--- src/rtl/dual_issue_queue.sv ---
// dual_issue_queue: program-order FIFO taking up to two fetch entries and issuing up to two.
// Define DIQ_STALL_CNT_EN to add the saturating dq_o_single_cnt output.
`ifndef PC_WIDTH
`define PC_WIDTH 32
`endif
`ifndef IWIDTH
`define IWIDTH 32
`endif

module dual_issue_queue #(
    parameter int DEPTH = 8,
    localparam int AW = $clog2(DEPTH),
    localparam int CW = AW + 1
) (
    input  logic                 dq_clk,
    input  logic                 dq_rst,
    input  logic                 dq_i_flush,
    input  logic                 dq_i_valid_1,
    input  logic                 dq_i_valid_2,
    input  logic [`PC_WIDTH-1:0] dq_i_pc_1,
    input  logic [`PC_WIDTH-1:0] dq_i_pc_2,
    input  logic [`IWIDTH-1:0]   dq_i_instr_1,
    input  logic [`IWIDTH-1:0]   dq_i_instr_2,
    output logic                 dq_o_ready,
    input  logic                 dq_i_stall,
    output logic                 dq_o_valid_1,
    output logic                 dq_o_valid_2,
    output logic [`PC_WIDTH-1:0] dq_o_pc_1,
    output logic [`PC_WIDTH-1:0] dq_o_pc_2,
    output logic [`IWIDTH-1:0]   dq_o_instr_1,
    output logic [`IWIDTH-1:0]   dq_o_instr_2,
    output logic                 dq_o_single,
    output logic [CW-1:0]        dq_o_count
`ifdef DIQ_STALL_CNT_EN
    ,
    output logic [15:0]          dq_o_single_cnt
`endif
);

    logic [`PC_WIDTH-1:0] pc_mem  [DEPTH];
    logic [`IWIDTH-1:0]   ins_mem [DEPTH];

    logic [AW-1:0] wptr;
    logic [AW-1:0] rptr;
    logic [AW-1:0] wptr_1;
    logic [AW-1:0] rptr_1;
    logic [CW-1:0] count;
    logic [1:0]    n_push;
    logic [1:0]    n_pop;
    logic          has_1;
    logic          has_2;
    logic          blocked;

    // Destination register of an instruction; 0 means no destination.
    function automatic logic [4:0] dest_of(input logic [`IWIDTH-1:0] ins);
        logic [4:0] d;
        case (ins[31:26])
            6'h00:                      d = ins[15:11];
            6'h02, 6'h04, 6'h05, 6'h2b: d = 5'd0;
            default:                    d = ins[20:16];
        endcase
        return d;
    endfunction

    function automatic logic is_ctrl(input logic [`IWIDTH-1:0] ins);
        return ins[31:26] inside {6'h02, 6'h03, 6'h04, 6'h05};
    endfunction

    function automatic logic pair_blocked(
        input logic [`IWIDTH-1:0] old_ins,
        input logic [`IWIDTH-1:0] yng_ins
    );
        logic [4:0] d;
        d = dest_of(old_ins);
        return is_ctrl(old_ins) ||
               ((d != 5'd0) &&
                ((d == yng_ins[25:21]) || (d == yng_ins[20:16])));
    endfunction

    assign wptr_1  = wptr + AW'(1);
    assign rptr_1  = rptr + AW'(1);
    assign has_1   = count >= CW'(1);
    assign has_2   = count >= CW'(2);
    assign blocked = pair_blocked(ins_mem[rptr], ins_mem[rptr_1]);

    assign dq_o_ready   = count <= CW'(DEPTH - 2);
    assign dq_o_count   = count;
    assign dq_o_valid_1 = has_1 && !dq_i_stall;
    assign dq_o_valid_2 = has_2 && !dq_i_stall && !blocked;
    assign dq_o_single  = has_2 && !dq_i_stall && blocked;

    assign dq_o_pc_1    = dq_o_valid_1 ? pc_mem[rptr]    : '0;
    assign dq_o_instr_1 = dq_o_valid_1 ? ins_mem[rptr]   : '0;
    assign dq_o_pc_2    = dq_o_valid_2 ? pc_mem[rptr_1]  : '0;
    assign dq_o_instr_2 = dq_o_valid_2 ? ins_mem[rptr_1] : '0;

    // Slot 2 is only meaningful together with slot 1.
    always_comb begin
        n_push = 2'd0;
        if (dq_o_ready && dq_i_valid_1)
            n_push = dq_i_valid_2 ? 2'd2 : 2'd1;
    end

    assign n_pop = {1'b0, dq_o_valid_1} + {1'b0, dq_o_valid_2};

    always_ff @(posedge dq_clk) begin
        if (!dq_i_flush && (n_push != 2'd0)) begin
            pc_mem[wptr]  <= dq_i_pc_1;
            ins_mem[wptr] <= dq_i_instr_1;
            if (n_push == 2'd2) begin
                pc_mem[wptr_1]  <= dq_i_pc_2;
                ins_mem[wptr_1] <= dq_i_instr_2;
            end
        end
    end

    always_ff @(posedge dq_clk or negedge dq_rst) begin
        if (!dq_rst) begin
            wptr  <= '0;
            rptr  <= '0;
            count <= '0;
        end else if (dq_i_flush) begin
            wptr  <= '0;
            rptr  <= '0;
            count <= '0;
        end else begin
            wptr  <= wptr + AW'(n_push);
            rptr  <= rptr + AW'(n_pop);
            count <= count + CW'(n_push) - CW'(n_pop);
        end
    end

`ifdef DIQ_STALL_CNT_EN
    always_ff @(posedge dq_clk or negedge dq_rst) begin
        if (!dq_rst)
            dq_o_single_cnt <= '0;
        else if (dq_i_flush)
            dq_o_single_cnt <= '0;
        else if (dq_o_single && (dq_o_single_cnt != 16'hFFFF))
            dq_o_single_cnt <= dq_o_single_cnt + 16'd1;
    end
`endif

endmodule

--- config.mk ---
export PLATFORM = sky130hd
export DESIGN_NAME = dual_issue_queue
export DESIGN_NICKNAME = d
export VERILOG_FILES = /design/src/rtl/dual_issue_queue.sv
export SDC_FILE = /design/constraint.sdc
export NUM_CORES = 1
export LEC_CHECK = 0
export CORE_UTILIZATION = 35
export DETAILED_ROUTE_END_ITERATION = 8
export PLACE_DENSITY = 0.52
export SYNTH_ARGS = -nofsm -noshare
export SYNTH_HDL_FRONTEND = slang
export SYNTH_SLANG_ARGS = --single-unit
--- constraint.sdc ---
create_clock -name dq_clk -period 7.2 [get_ports dq_clk]
set_input_delay 1.44 -clock dq_clk [delete_from_list [all_inputs] [get_ports dq_clk]]
set_output_delay 1.44 -clock dq_clk [all_outputs]
set_load 0.03 [all_outputs]
==> summary.txt <==
Timing
  – Highest Clock Rate: 147 MHz
  – Final Slew Violations: 0
  – Fin Setup TNS: 0 ns
  – Setup violations, final: 0
  – Least-Margin Pin Slew: 1.10 ns
  – Final min period: 6.81 ns
  – RSZ-0062 raised after global routing: false
  – Slew headroom: 0.266
  – Hold violation count in the final report: 0
  – Skew final: 0.0242 ns
  – Period utilisation layout: 0.946

Setup path
  – CP endpoint kind: output port
  – CP bufs+invs: 2
  – CP required: 5.76 ns
  – Critical path's top delay family: compound AO/OA/AOI/OAI gates
  – Max stage delay on crit path: 0.69 ns
  – Slowest library cell on the worst path: ha_4
  – Worst EP arrival: 5.37 ns
  – CP startpoint kind: flop
  – Worst r2r src: rptr[0]
  – CP cell instances: ha_4 > mux2i_1 > mux4_2 > a222oi_1 > o211ai_1 > a22o_1 > a2111oi_0 > a31oi_1 > o22ai_4 > buf_12 > and2_1 > clkdlybuf4s50_1
  – Crit-path max FO: 48
  – Reg2Reg Setup Slack: 1.40 ns
  – Reg2reg path depth: 19
  – Kind of critical path: flop to output port
  – Worst reg2reg endpoint: dq_o_count[3]

Routing
  – Post-detailed-route wirelength per cell: 30.7 um
  – Vias/cell: 5.85
  – DRT iter0 DRCs: 1567
  – Total iterations of the first detailed-routing run: 5
  – DRC: 0
  – Final wirelength: 103 mm
  – DRT antenna net count: 0
  – DR vias: 19600

Floorplan
  – Std-Cell Rows: 108
  – Die Span Y: 300 um
  – Die area: 0.0900 sq mm
  – Io pins: 270
  – Die W: 300 um
  – Core Box Area: 0.0874 sq mm
  – Initial Util: 0.356

Clocking
  – Cts hold-fix bufs: 0
  – Num CTS Buffers: 60
  – CTS Buffer Depth: 3
  – CTS tree: yes
  – Worst-Skew Late Latency: 0.65 ns
  – Max H-tree Level: 2
  – CTS root buffer: clkbuf_16
  – Clock slew seen by the registers of the worst setup and hold paths: 0.06 ns
  – Clock sinks: 522

Layout
  – Most frequent cells in the layout: mux2_2, edfxtp_1, clkdlybuf4s50_1, mux4_2, mux2i_1
  – Most common cell after layout, fill and taps aside: mux2_2
  – P&R area growth vs syn: 20.0%
  – Nets: 2297
  – Post-Route Utilization: 0.427
  – Filler instances: 7818
  – Diode count: 0
  – Layout cell share with drive strength beyond 1: 0.432

Status
  – Status: finished clean

Placed design
  – Hpwl dp: 59.0 mm
  – I/O Buffers: 269
  – Gpl congestion: 0.805

Logic synthesis
  – Syn Nets: 2064
  – Post-synthesis cell type count: 54
  – Mean Syn Cell Area: 16.2 sq um
  – Synthesized area: 0.0311 sq mm
  – Post-synth ARST share: 0.0192
  – Post-Syn Instances: 1914
  – Number of synthesis warnings: 0
  – Register area share after synthesis: 0.503
  – FF+latch count, synth: 522
  – Primary FF master, synth: edfxtp_1
  – Post-synth EDFFs: 512

Global route
  – Grt total ovfl: 0
  – First-pass GRT wire length: 147 mm
  – Initial antenna violation count: 12
  – Vias in the first global route: 20600
  – Largest net degree at the start of global routing: 123
  – GRT Overall Usage: 0.224

Power
  – Pleak: 11.6 nW
  – Power Density: 342 mW/mm^2
  – Worst vdd ir: 307 uV

Worst hold path
  – Hold path cells: 2
  – Hold path startpoint: dq_o_count[0]
  – Worst Hold Path EP: dq_o_count[0]
  – Worst hold path class: flop to flop

Flow run
  – Max-cap viol count: 0
[cells by family (layout without fill, tap and decap cells)]
family	count (synthesis)	count (layout)	share of synthesized area
AOI/OAI and AO/OA	62	62	0.0143
xor gates and xnor gates	10	10	0.00330
adders and majority gates	16	16	0.00740
buffers and inverters	176	458	0.0235
DFF	522	522	0.503
muxes	910	910	0.415
and+or+nand+nor	218	218	0.0343
[stage by stage]
step                std cells  power, mW  hold WS [ns]  setup slack [ns]  cell area, sq um
finish                   3351       12.8         0.682             0.391             37300
floorplan                1914       7.68         0.669            0.0377             31100
detailed placement       3236       9.74         0.682             0.629             35300
CTS                      3348       12.8         0.693            0.0191             37200
global route             3351       13.3         0.741            0.0326             37300
global placement         3236       9.68         0.676             0.637             35300
[how the worst max path moves through the flow]
| stage | cells past startpoint | start | end |
|---|---|---|---|
| 2_1_floorplan | 6 | dq_o_count[3] | ins_mem[1][0] |
| 3_3_place_gp | 12 | rptr[1] | dq_o_single |
| 3_5_place_dp | 12 | rptr[0] | dq_o_single |
| 4_1_cts | 12 | rptr[1] | dq_o_single |
| 5_1_grt | 12 | rptr[0] | dq_o_single |
| 6_report | 12 | rptr[0] | dq_o_single |
[power by group]
group          total (mW)  internal, mW  switching (mW)
registers            3.66          3.53           0.125
logic                6.05          2.62            3.43
clock network        3.05          1.75            1.30
total                12.8          7.90            4.86
[metal layers]
layer	wire [um]	global-route usage
met5	157	0
met4	1490	0.0384
met3	6020	0.0434
met2	49800	0.374
met1	45500	0.306
[final cells by class]
class | count | area [sq um] | share of cell area
clock inverters | 32 | 288 | 0.00771
repair buffers | 325 | 3280 | 0.0879
multi-input cells | 1216 | 15000 | 0.401
clock buffers | 79 | 1620 | 0.0435
flip-flops and latches | 522 | 15600 | 0.419
inverters | 22 | 82.6 | 0.00221
well taps | 1155 | 1450 | 0.0387
[worst min-delay path: stages (launching register included)]
cell and delay, ns:
dfrtp_1 0.39, ha_1 0.15, nor2b_1 0.11
[state kept, by name, summed over array words and instances, names as in the netlist]
signal	flops
ins_mem	256
pc_mem	256
dq_o_count	4
rptr	3
wptr	3
[what timing repair did]
action                                  CTS  global route
cloned                                    0             1
buffers inserted                          1             2
gates resized for setup                   1             7
endpoints found under the setup margin    1            66
pin swaps                                 1             0
[cells in the mapped netlist, drive strengths merged (2+ instances only)]
master   number  area (sq um)
and3          5          31.3
dfrtp        10           250
nand3         6          30.0
edfxtp      512         15400
nand3b        5          37.5
nor3b         5          37.5
ha           12           150
inv          22          82.6
buf          52           265
o31ai         6          45.0
a221oi        2          17.5
xnor2         7          68.8
a2111oi       2          17.5
nor4          4          40.0
nand2b        9          56.3
o21bai        4          30.0
clkbuf      102           383
and2          5          31.3
fa            4          80.1
o211ai        4          30.0
nand2        20          75.1
nor2b         8          50.1
o311ai        4          35.0
a22oi         9          67.6
a31oi         3          18.8
mux2i       141          1450
nand4         2          27.5
nor3         66           330
a21o          3          22.5
mux4        247          5560
mux2        522          5880
nor2         81           304
a21oi        11          55.1
o22ai         2          12.5
o21ai         5          25.0
xor2          3          33.8
No activity file was read; power rests on OpenSTA's default activity.
